File: config.mk
export PLATFORM = sky130hd
export DESIGN_NAME = vram_arbiter
export DESIGN_NICKNAME = d
export VERILOG_FILES = /design/src/rtl/vram_arbiter.sv
export SDC_FILE = /design/constraint.sdc
export NUM_CORES = 1
export LEC_CHECK = 0
export CAP_MARGIN = 20
export CELL_PAD_IN_SITES_DETAIL_PLACEMENT = 0
export CELL_PAD_IN_SITES_GLOBAL_PLACEMENT = 1
export CORE_UTILIZATION = 27
export DETAILED_ROUTE_END_ITERATION = 8
export PLACE_DENSITY = 0.93
export SYNTH_ARGS = -nofsm -noshare
export SYNTH_HDL_FRONTEND = slang
export SYNTH_SLANG_ARGS = --single-unit
File: constraint.sdc
create_clock -name clk -period 2.8 [get_ports clk]
set_input_delay 0.84 -clock clk [delete_from_list [all_inputs] [get_ports clk]]
set_output_delay 0.84 -clock clk [all_outputs]
set_load 0.005 [all_outputs]
File: src/rtl/vram_arbiter.sv
// Two-master round-robin arbiter in front of a single-port VRAM.
// One transaction per grant, with an optional per-transaction timeout.
module vram_arbiter #(
    parameter int TIMEOUT_CYCLES = 1023
) (
    input  logic        clk,
    input  logic        reset_ni,

    input  logic        m0_sel_i,
    input  logic        m0_wr_i,
    input  logic [3:0]  m0_mask_i,
    input  logic [31:0] m0_addr_i,
    input  logic [15:0] m0_data_i,
    output logic        m0_ack_o,
    output logic        m0_err_o,
    output logic [15:0] m0_data_o,

    input  logic        m1_sel_i,
    input  logic        m1_wr_i,
    input  logic [3:0]  m1_mask_i,
    input  logic [31:0] m1_addr_i,
    input  logic [15:0] m1_data_i,
    output logic        m1_ack_o,
    output logic        m1_err_o,
    output logic [15:0] m1_data_o,

    output logic        vram_sel_o,
    output logic        vram_wr_o,
    output logic [3:0]  vram_mask_o,
    output logic [31:0] vram_addr_o,
    output logic [15:0] vram_data_out_o,
    input  logic        vram_ack_i,
    input  logic [15:0] vram_data_in_i,

    output logic [1:0]  grant_o
);

    localparam int CW = (TIMEOUT_CYCLES > 1023) ?
                        $clog2(TIMEOUT_CYCLES + 1) : 10;
    localparam logic          TO_EN   = (TIMEOUT_CYCLES > 0);
    localparam logic [CW-1:0] TO_LAST = (TIMEOUT_CYCLES > 0) ?
                                        CW'(TIMEOUT_CYCLES - 1) : '0;

    typedef enum logic [1:0] {
        S_IDLE,
        S_BUSY,
        S_DONE
    } state_t;

    state_t        r_state;
    logic          r_owner;
    logic          r_last;
    logic [CW-1:0] r_cnt;

    logic        w_busy;
    logic        w_ack;
    logic        w_tout;
    logic        w_req;
    logic        w_pick;
    logic        w_wr;
    logic [3:0]  w_mask;
    logic [31:0] w_addr;
    logic [15:0] w_data;

    assign w_busy = (r_state == S_BUSY);
    assign w_ack  = w_busy & vram_ack_i;
    // Ack wins when it lands on the final allowed cycle.
    assign w_tout = w_busy & TO_EN & (r_cnt == TO_LAST) & ~vram_ack_i;

    assign w_req  = m0_sel_i | m1_sel_i;
    assign w_pick = (m0_sel_i & m1_sel_i) ? ~r_last : m1_sel_i;

    assign w_wr   = w_pick ? m1_wr_i   : m0_wr_i;
    assign w_mask = w_pick ? m1_mask_i : m0_mask_i;
    assign w_addr = w_pick ? m1_addr_i : m0_addr_i;
    assign w_data = w_pick ? m1_data_i : m0_data_i;

    always_ff @(posedge clk or negedge reset_ni) begin
        if (!reset_ni) begin
            r_state         <= S_IDLE;
            r_owner         <= 1'b0;
            r_last          <= 1'b1;
            r_cnt           <= '0;
            vram_sel_o      <= 1'b0;
            vram_wr_o       <= 1'b0;
            vram_mask_o     <= '0;
            vram_addr_o     <= '0;
            vram_data_out_o <= '0;
            grant_o         <= '0;
        end else begin
            unique case (r_state)
                S_IDLE: begin
                    if (w_req) begin
                        r_owner         <= w_pick;
                        r_last          <= w_pick;
                        r_cnt           <= '0;
                        vram_sel_o      <= 1'b1;
                        vram_wr_o       <= w_wr;
                        vram_mask_o     <= w_mask;
                        vram_addr_o     <= w_addr;
                        vram_data_out_o <= w_data;
                        grant_o         <= w_pick ? 2'b10 : 2'b01;
                        r_state         <= S_BUSY;
                    end
                end
                S_BUSY: begin
                    if (w_ack | w_tout) begin
                        vram_sel_o <= 1'b0;
                        r_state    <= S_DONE;
                    end else begin
                        r_cnt <= r_cnt + CW'(1);
                    end
                end
                S_DONE: begin
                    grant_o <= '0;
                    r_state <= S_IDLE;
                end
                default: begin
                    r_state <= S_IDLE;
                end
            endcase
        end
    end

    assign m0_ack_o  = w_ack & ~r_owner;
    assign m1_ack_o  = w_ack &  r_owner;
    assign m0_err_o  = w_tout & ~r_owner;
    assign m1_err_o  = w_tout &  r_owner;
    assign m0_data_o = m0_ack_o ? vram_data_in_i : '0;
    assign m1_data_o = m1_ack_o ? vram_data_in_i : '0;

endmodule

==> reports/summary.txt <==
Pwr Total = 5260 uW
antenna violations before repair = 0
CP bufs+invs = 4
die footprint = 12700 um2
f_max = 0.3702 GHz
sequential share of the synthesized area = 0.5297
Mapped Avg Cell Area = 9.218 um2
power per cell area = 859.1 nW/um2
worst-path cell chain = clkdlybuf4s15_2 -> and3_4 -> buf_6 -> buf_4 -> and2_1 -> dlygate4sd2_1
DRT antenna net count = 0
Post-DP HPWL = 7816 um
final wirelength = 10310 um
NetSw = 1681 uW
critical path class = in -> out
synthesized net count = 488
Initial DRT Pass Iterations = 4
Core Util, Final = 0.5118
Slew Viols, Final = 0
switch share = 0.3197
Die W = 112.7 um
CTS Sinks = 70
Tcrit/Tclk final = 0.9646
area of the mapped netlist = 3309 um2
die height = 112.7 um
min cycle time layout = 2701 ps
worst reg2reg path endpoint = r_cnt[7]
Comb pwr share = 0.456
Global Route Usage Sum = 0.1708
synth unique cells = 38
cell at the slowest stage of the critical path = dlygate4sd2_1
P_int = 3578 uW
status = finished clean
min-delay src = vram_addr_o[11]
first-pass GRT wire length = 17060 um
synthesis-stage register bit count = 70
CTS tree = yes
Worst R2R Start = r_state[0]
R2R setup slack = 880 ps
CP top delay family = buffers and inverters
gr ovfl total = 0
Layout area overhead = 84.99%
RSZ-0062 raised after global routing = false
CTS Buffer Depth = 2
max-cap viol count = 0
commonest non-fill, non-tap cell in the layout = clkdlybuf4s50_1
n_diodes = 0
min-delay worst type = reg -> reg
Setup crit start kind = input pin
CTS buffer count = 9
routed len/inst = 13.93 um
Flop pwr share = 0.326
commonest cells after routing, fill and taps aside = clkdlybuf4s50_1, nand2_1, dfrtp_1
Vias/cell = 4.736
Nets = 717
FILL cells = 1107
Critical Path AT = 1860 ps
Hold Fails Final Rpt = 0
largest net degree at the start of global routing = 71
clock skew = 4.019 ps
Final setup viols = 0
share of power burned in the clock network = 0.218
slew margin rel. = 0.5768
Max stage delay on crit path = 260 ps
DR vias = 3505
WP data required = 1960 ps
Synth Instances = 359
Ys Warns = 0
worst skew pair latency = 320 ps
Worst path depth = 6
worst-margin pin slew = 628.1 ps
CP max FO = 6
Min-Delay Endpoint = vram_addr_o[11]
num ports = 219
WHS Path Cells = 2
Worst-path clk slew = 50 ps
worst r2r path cells = 7
vias in the first global route = 3566
share of layout cells above drive strength 1 = 0.08263
core area = 11960 um2
htree depth = 3
IO Port Bufs = 218
DR iter-0 viols = 99
DRC Markers = 0
Pleak = 0.002926 uW
row count = 40
Root Buffer = clkbuf_16
maximum vdd drop = 362.8 uV
Final GP Congestion = 0.7858
Critical Path Sink Type = output port
Initial Util = 0.2767
==> metal layers <==
| layer | global-route usage | up-vias | wire length (um) | part of all wire |
|---|---|---|---|---|
| li1 | - | 1694 | - | - |
| met5 | 0 | - | 0 | 0 |
| met3 | 0.04874 | 21 | 918 | 0.089 |
| met2 | 0.3041 | 158 | 5113 | 0.50 |
| met4 | 0.07911 | 0 | 242 | 0.023 |
| met1 | 0.1881 | 1632 | 4031 | 0.39 |
==> area by class of cell <==
type | instances | area (um2) | share of cell area
timing repair buffer | 239 | 2371 | 0.3873
sequential | 70 | 1754 | 0.2865
multi-input combinational | 263 | 1491 | 0.2436
clock buffer | 13 | 260.3 | 0.04251
tap | 147 | 183.9 | 0.03004
clock inverter | 3 | 42.54 | 0.006949
inverter | 5 | 18.77 | 0.003066
==> registers in the layout, indices dropped and copies added (netlist names) <==
register	cells
r_state	2
vram_sel_o	1
vram_data_out_o	16
vram_mask_o	4
r_owner	1
vram_addr_o	32
grant_o	2
vram_wr_o	1
r_cnt	10
r_last	1
==> synthesized netlist by cell type <==
| cell type | n | area, um2 |
|---|---|---|
| nand3_1 | 6 | 30.03 |
| a21bo_2 | 1 | 10.01 |
| or2_2 | 1 | 6.260 |
| o311ai_0 | 1 | 8.760 |
| o21ai_1 | 1 | 5.000 |
| nand2_1 | 117 | 439.2 |
| a211oi_1 | 1 | 7.510 |
| mux2i_1 | 4 | 40.04 |
| nor3_1 | 6 | 30.03 |
| ha_1 | 2 | 25.02 |
| or4b_1 | 1 | 10.01 |
| a21boi_0 | 1 | 7.510 |
| o211a_1 | 1 | 10.01 |
| clkbuf_1 | 20 | 75.07 |
| a41oi_1 | 1 | 8.760 |
| dfstp_2 | 1 | 26.28 |
| nand2b_1 | 1 | 6.260 |
| buf_6 | 1 | 11.26 |
| a22oi_1 | 53 | 397.9 |
| a21o_1 | 2 | 15.01 |
| a2bb2oi_1 | 1 | 8.760 |
| inv_1 | 5 | 18.77 |
| nor4_1 | 1 | 6.260 |
| o21ai_0 | 6 | 30.03 |
| a31oi_1 | 1 | 6.260 |
| nand4_1 | 1 | 6.260 |
| dfrtp_1 | 69 | 1727 |
| nor3_2 | 1 | 10.01 |
| and3_1 | 3 | 18.77 |
| nor2_1 | 7 | 26.28 |
| and2_1 | 32 | 200.2 |
| nor3b_1 | 1 | 7.510 |
| o21a_1 | 1 | 7.510 |
| o41ai_1 | 2 | 17.52 |
| and4_1 | 1 | 8.760 |
| nor3b_4 | 1 | 18.77 |
| a21oi_1 | 3 | 15.01 |
| nor2b_1 | 1 | 6.260 |
==> per-stage QoR <==
| step | std cells | setup TNS [ps] | instance area [um2] | hold WS (ps) | setup slack [ps] |
|---|---|---|---|---|---|
| after floorplan | 359 | 0 | 3309 | 448.9 | 430.3 |
| after global placement | 719 | -10670 | 5772 | 449.0 | -318.1 |
| after detailed placement | 719 | -12410 | 5772 | 454.8 | -379.7 |
| after CTS | 740 | 0 | 6105 | 467.4 | 3.758 |
| after global routing | 740 | 0 | 6122 | 488.4 | 54.37 |
| final | 740 | 0 | 6122 | 460.0 | 99.06 |
==> kinds of logic (layout without fill, tap and decap cells) <==
family / Yosys count / count (layout) / synth area share
buffers and inverters: 26 / 260 / 0.03176
AOI/OAI and AO/OA: 76 / 76 / 0.1679
DFF: 70 / 70 / 0.5297
adders and majority gates: 2 / 2 / 0.007560
muxes: 4 / 4 / 0.01210
and+or+nand+nor: 181 / 181 / 0.2510
==> power groups by stage <==
stage	clock network (uW)	logic [uW]	registers (uW)
2_1_floorplan	0	884	1740
3_3_place_gp	0	2350	1710
4_1_cts	1180	2430	1720
5_1_grt	1220	2660	1780
6_report	1150	2400	1720
3_5_place_dp	0	2400	1730
==> what timing repair did <==
action                     4_1_cts  5_1_grt
cloned                           1        0
setup buffers                    4        0
gates resized for setup         45        6
hold buffers                     0        0
pin swaps                        3        0
setup endpoints to repair       36        5
==> worst register-to-register path: stages (launching register included) <==
cell	delay (ps)
dfrtp_1	370
buf_4	170
nor3b_4	220
buf_4	140
buf_4	130
and4_1	240
or4b_1	440
a21oi_1	150
==> worst max-delay path by stage <==
stage,endpoint,slack (ps),start
final,m1_data_o[7],100,vram_ack_i
after global routing,m0_ack_o,50,vram_ack_i
after CTS,m1_data_o[15],4,vram_ack_i
after detailed placement,m0_data_o[14],-380,vram_ack_i
after global placement,m0_data_o[4],-320,vram_ack_i
after floorplan,m1_data_o[10],430,vram_ack_i
Power figures use the tool's default switching activity.
